### config.mk
export PLATFORM = sky130hd
export DESIGN_NAME = display_fb_reader
export DESIGN_NICKNAME = d
export VERILOG_FILES = /design/src/rtl/display_fb_reader.sv
export SDC_FILE = /design/constraint.sdc
export NUM_CORES = 2
export LEC_CHECK = 0
export ABC_AREA = 1
export CAP_MARGIN = 20
export CORE_ASPECT_RATIO = 1.75
export CORE_MARGIN = 1
export CORE_UTILIZATION = 60
export CTS_CLUSTER_SIZE = 12
export DETAILED_ROUTE_END_ITERATION = 10
export PLACE_DENSITY = 0.76
export SETUP_SLACK_MARGIN = 0.5
export SYNTH_ARGS = -nofsm -noshare
export SYNTH_HDL_FRONTEND = slang
export SYNTH_SLANG_ARGS = --single-unit
### constraint.sdc
create_clock -name clk -period 6.4 [get_ports clk]
set_clock_uncertainty 0.2 [all_clocks]
set_input_delay 1.92 -clock clk [delete_from_list [all_inputs] [get_ports clk]]
set_output_delay 1.92 -clock clk [all_outputs]
set_load 0.005 [all_outputs]
### src/rtl/display_fb_reader.sv
// Framebuffer reader: fetches one frame in fixed-length bursts into a pixel FIFO
// and streams it to the display path over valid/ready.
module display_fb_reader #(
  parameter logic [31:0] FB_BASE    = 32'h0000_0000,
  parameter int unsigned LINE_WORDS = 320,
  parameter int unsigned LINES      = 240,
  parameter int unsigned BURST_LEN  = 16,
  parameter int unsigned FIFO_DEPTH = 64
) (
  input  logic        clk,
  input  logic        reset_n,
  input  logic        enable,
  input  logic        frame_start,
  output logic        rd_req_valid,
  input  logic        rd_req_ready,
  output logic [31:0] rd_req_addr,
  output logic [7:0]  rd_req_len,
  input  logic        rd_data_valid,
  input  logic [31:0] rd_data,
  output logic        display_valid,
  input  logic        display_ready,
  output logic [31:0] display_data,
  output logic        busy,
  output logic        frame_done,
  output logic        underflow
);

  localparam int unsigned AW = (FIFO_DEPTH > 1) ? $clog2(FIFO_DEPTH) : 1;
  typedef logic [AW-1:0] ptr_t;
  typedef logic [AW:0]   cnt_t;

  localparam logic [31:0] TOTAL     = 32'(LINE_WORDS * LINES);
  localparam logic [31:0] ADDR_STEP = 32'(4 * BURST_LEN);
  localparam logic [31:0] BURST_W   = 32'(BURST_LEN);
  localparam logic [7:0]  LAST_BEAT = 8'(BURST_LEN - 1);
  // Highest fill level that still leaves room for a whole burst.
  localparam cnt_t        MAX_FILL  = cnt_t'(FIFO_DEPTH - BURST_LEN);

  localparam logic [1:0] ST_IDLE  = 2'd0;
  localparam logic [1:0] ST_REQ   = 2'd1;
  localparam logic [1:0] ST_WAIT  = 2'd2;
  localparam logic [1:0] ST_DRAIN = 2'd3;

  logic [1:0]  state_q, state_d;
  logic [31:0] addr_q, addr_d;
  logic [31:0] req_rem_q, req_rem_d;
  logic [31:0] pop_rem_q, pop_rem_d;
  logic [7:0]  beat_q, beat_d;
  logic        busy_q, busy_d;
  logic        frame_done_q, frame_done_d;
  logic        underflow_q, underflow_d;
  ptr_t        wr_ptr_q, wr_ptr_d, rd_ptr_q, rd_ptr_d;
  cnt_t        count_q, count_d;
  logic [31:0] mem [FIFO_DEPTH];

  logic start, push, pop, req_fire;

  assign start         = (state_q == ST_IDLE) & enable & frame_start;
  assign push          = (state_q == ST_WAIT) & rd_data_valid;
  assign display_valid = (count_q != '0);
  assign pop           = display_valid & display_ready;
  assign rd_req_valid  = (state_q == ST_REQ) & (count_q <= MAX_FILL);
  assign req_fire      = rd_req_valid & rd_req_ready;

  assign rd_req_addr  = addr_q;
  assign rd_req_len   = 8'(BURST_LEN);
  assign display_data = display_valid ? mem[rd_ptr_q] : '0;
  assign busy         = busy_q;
  assign frame_done   = frame_done_q;
  assign underflow    = underflow_q;

  always_comb begin
    state_d      = state_q;
    addr_d       = addr_q;
    req_rem_d    = req_rem_q;
    pop_rem_d    = pop_rem_q;
    beat_d       = beat_q;
    busy_d       = busy_q;
    frame_done_d = 1'b0;
    underflow_d  = underflow_q;

    if (busy_q && display_ready && !display_valid) underflow_d = 1'b1;

    case (state_q)
      ST_IDLE: begin
        if (start) begin
          addr_d      = FB_BASE;
          req_rem_d   = TOTAL;
          pop_rem_d   = TOTAL;
          beat_d      = '0;
          underflow_d = 1'b0;
          busy_d      = 1'b1;
          state_d     = ST_REQ;
        end
      end
      ST_REQ: begin
        if (req_fire) begin
          addr_d    = addr_q + ADDR_STEP;
          req_rem_d = req_rem_q - BURST_W;
          state_d   = ST_WAIT;
        end
      end
      ST_WAIT: begin
        if (push) begin
          if (beat_q == LAST_BEAT) begin
            beat_d  = '0;
            state_d = (req_rem_q != '0) ? ST_REQ : ST_DRAIN;
          end else begin
            beat_d = beat_q + 8'd1;
          end
        end
      end
      default: ;
    endcase

    // The final pop ends the frame from whatever state it lands in.
    if (pop && busy_q) begin
      pop_rem_d = pop_rem_q - 32'd1;
      if (pop_rem_q == 32'd1) begin
        frame_done_d = 1'b1;
        busy_d       = 1'b0;
        state_d      = ST_IDLE;
      end
    end
  end

  always_comb begin
    wr_ptr_d = wr_ptr_q;
    rd_ptr_d = rd_ptr_q;
    count_d  = count_q;
    if (start) begin
      wr_ptr_d = '0;
      rd_ptr_d = '0;
      count_d  = '0;
    end else begin
      if (push) wr_ptr_d = wr_ptr_q + ptr_t'(1);
      if (pop)  rd_ptr_d = rd_ptr_q + ptr_t'(1);
      if (push && !pop)      count_d = count_q + cnt_t'(1);
      else if (pop && !push) count_d = count_q - cnt_t'(1);
    end
  end

  always_ff @(posedge clk or negedge reset_n) begin
    if (!reset_n) begin
      state_q      <= ST_IDLE;
      addr_q       <= '0;
      req_rem_q    <= '0;
      pop_rem_q    <= '0;
      beat_q       <= '0;
      busy_q       <= 1'b0;
      frame_done_q <= 1'b0;
      underflow_q  <= 1'b0;
      wr_ptr_q     <= '0;
      rd_ptr_q     <= '0;
      count_q      <= '0;
    end else begin
      state_q      <= state_d;
      addr_q       <= addr_d;
      req_rem_q    <= req_rem_d;
      pop_rem_q    <= pop_rem_d;
      beat_q       <= beat_d;
      busy_q       <= busy_d;
      frame_done_q <= frame_done_d;
      underflow_q  <= underflow_d;
      wr_ptr_q     <= wr_ptr_d;
      rd_ptr_q     <= rd_ptr_d;
      count_q      <= count_d;
    end
  end

  always_ff @(posedge clk) begin
    if (push) mem[wr_ptr_q] <= rd_data;
  end

endmodule

==> reports/results.ini <==
[status]
status = completed

[power_and_ir_drop]
pwr-share-comb = 0.362
netSwitchingPower_mw = 15.4
clock_power_share = 0.261
peakVddDrop_uv = 467
seqPwrFrac = 0.377
power_leakage_nw = 40.5
swShare = 0.370
p_per_area_nw_per_um2 = 400
p_int_mw = 26.3

[timing]
finalCritPeriodShare = 0.947
rsz0062_at_grt = yes
period_needed_ns = 6.06
setup_tns_ns = 0
finalSetupViolCount = 0
tightestPinTransition_ns = 1.14
max-slew-margin-rel = 0.237
clock.fmax_ghz = 0.165
drv_slew = 0
hold_violations = 0

[drt]
vias_per_cell = 6.14
remaining_drc_errors = 0
vias = 67500
wire_per_inst_um = 25.7
wl_mm = 283
drtIter0Drc = 8812
drtAntennaViolNets = 0
dr.pass1.iters = 6

[synthesis]
syn_inst = 8759
synth-edff-count = 2048
avgSynthCellArea_sq_um = 10.5
ys.flop_type = edfxtp_1
async_reset_ff_frac = 0.0545
yosys_warnings = 0
synth_area_sq_um = 92100
ys_ff_latch = 2166
yosysSeqAreaShare = 0.700
ys_types = 41

[critical_path]
end_kind = primary output
cp.required_ns = 4.28
reg2reg_slack_ns = 2.83
r2r_end = count_q[6]$_DFFE_PN0P_
r2r_cells = 13
cp-startpoint = rd_ptr_q[1]$_DFFE_PN0P_
crit_path_start_kind = flip-flop
critPathArrivalTime_ns = 3.94
worstSetupPathType = reg2out
crit_path_max_fanout = 141
r2r_start = count_q[0]$_DFFE_PN0P_
endpoint = display_data[4]

[placed_design]
dp_cells = 10700
placement.io_buffers = 101
dp_hpwl_mm = 157
place_congestion = 0.922

[floorplan]
core-area_sq_um = 152000
rows = 189
start_util = 0.606
die_h_um = 520
fp.dieW_um = 298
boundaryPins = 116
fp.dieArea_sq_um = 155000

[layout]
syn_to_final_growth_pct = 13.0
final_cells = 11000
nets = 8986
drive_above_1_share = 0.0854
final_common_cell = nand2_1
final_cell_mix = 2521 x nand2_1, 2048 x edfxtp_1, 1032 x nor2_1

[hold_path]
worstHoldStart = pop_rem_q[8]$_DFFE_PN0P_
hold_class = reg2reg

[cts]
clkLatencyLatePin_ns = 0.83
cts_buffers = 209
htree_levels = 4
clockRootBuffer = clkbuf_16
cts_hold_buf = 0
clockBufferDepth = 4
cts_tree = yes
cts.sinks = 2166
clk_pin_slew_ns = 0.06

[global_routing]
overflow = 0
top_usage_layer = met2
first_global_vias = 66600
grt_max_degree = 142
grt_antenna_before_repair = 7
grt_usage = 0.358
met1_usage = 0.400
grt_util_met3 = 0.0645
grt_pass1_wl_mm = 408
use_met2 = 0.603

[flow_run]
maxCapViolations = 0

-- registers in the layout, summed over array words and instances (netlist names) --
name and count:
pop_rem_q 32, wr_ptr_q 6, count_q 7, rd_req_addr 26, mem 2048, rd_ptr_q 6, busy 1, underflow 1
frame_done 1, req_rem_q 28, state_q 2, beat_q 8
-- cell type report --
| class | instances | area (sq um) |
|---|---|---|
| diodes | 3 | 7.51 |
| clock buffers | 249 | 5450 |
| clock inverters | 8 | 86.3 |
| fillers | 10400 | 47900 |
| inverters | 739 | 2840 |
| multi-input cells | 5395 | 23700 |
| flip-flops and latches | 2166 | 64500 |
| well taps | 2005 | 2510 |
| repair buffers | 420 | 5020 |
| repair inverters | 1 | 8.76 |
-- Yosys cell counts, types with 44 or more instances --
cell | instances | area share
nand2_1 | 2537 | 0.10
edfxtp_1 | 2048 | 0.67
nor2_1 | 1098 | 0.045
nand3_1 | 868 | 0.047
inv_1 | 732 | 0.030
o21ai_0 | 435 | 0.024
clkbuf_1 | 293 | 0.012
a21oi_1 | 205 | 0.011
dfrtp_1 | 118 | 0.032
buf_2 | 81 | 0.0044
buf_1 | 49 | 0.0020
nand4_1 | 44 | 0.0030
-- metrics by stage --
stage | power (mW) | hold slack (ns) | instance area (sq um) | worst slack, ns | utilization
3_3_place_gp | 28.9 | 0.279 | 96600 | 0.668 | 0.635
3_5_place_dp | 29.2 | 0.290 | 96700 | 0.632 | 0.636
5_1_grt | 42.9 | 0.338 | 104000 | 0.351 | 0.685
2_1_floorplan | 23.5 | 0.263 | 92200 | 1.39 | -
4_1_cts | 40.7 | 0.298 | 103000 | 0.408 | 0.680
6_report | 41.7 | 0.300 | 104000 | 0.339 | 0.685
-- layer usage --
metal / routed length, um / vias up
met4: 25800 / 4
met1: 88100 / 31900
li1: - / 29400
met2: 137000 / 4835
met5: 17 / -
met3: 31400 / 1330
-- power groups by stage --
| stage | sequential [mW] | clock [mW] | combinational [mW] |
|---|---|---|---|
| after floorplan | 15.9 | 0 | 7.59 |
| after global placement | 16.0 | 0 | 12.9 |
| after detailed placement | 16.0 | 0 | 13.1 |
| after CTS | 15.7 | 10.9 | 14.2 |
| after global routing | 15.7 | 11.3 | 15.8 |
| final | 15.7 | 10.9 | 15.1 |
-- worst max-delay path, cell delays in order, from the launching register on --
cell and delay [ns]:
dfrtp_4 0.60, buf_16 0.45, nand2_1 0.18, nand2_2 0.18, nand2_1 0.09, nand2_1 0.08, nor2_1 0.06, nand2_1 0.20
nand3_1 0.28, a21oi_4 0.28, clkdlybuf4s50_1 0.53
-- logic make-up (layout without fill, tap and decap cells) --
group                    count (synthesis)  count (layout)  synth area share
adder cells (fa/ha/maj)                 15              15           0.00212
flip-flops                            2166            2166             0.700
AND/OR/NAND/NOR                       4639            4639             0.204
buffers and inverters                 1210            1417            0.0528
XOR/XNOR                                25              25           0.00238
other                                    2              17         0.0000815
AO/OA/AOI/OAI                          702             702            0.0391
-- worst min-delay path by stage --
stage	endpoint	slack, ns	cells past startpoint
2_1_floorplan	pop_rem_q[14]$_DFFE_PN0P_	0.26	1
3_3_place_gp	underflow$_DFF_PN0_	0.28	2
3_5_place_dp	pop_rem_q[8]$_DFFE_PN0P_	0.29	1
4_1_cts	pop_rem_q[8]$_DFFE_PN0P_	0.30	1
5_1_grt	pop_rem_q[14]$_DFFE_PN0P_	0.34	1
6_report	pop_rem_q[8]$_DFFE_PN0P_	0.30	1
-- what timing repair did --
action | 4_1_cts | 5_1_grt
pin swaps | 4 | 11
buffers inserted | 20 | 12
endpoints found under the setup margin | 32 | 29
gates cloned | 14 | 13
gates resized for setup | 112 | 63
Power figures use the tool's default switching activity.
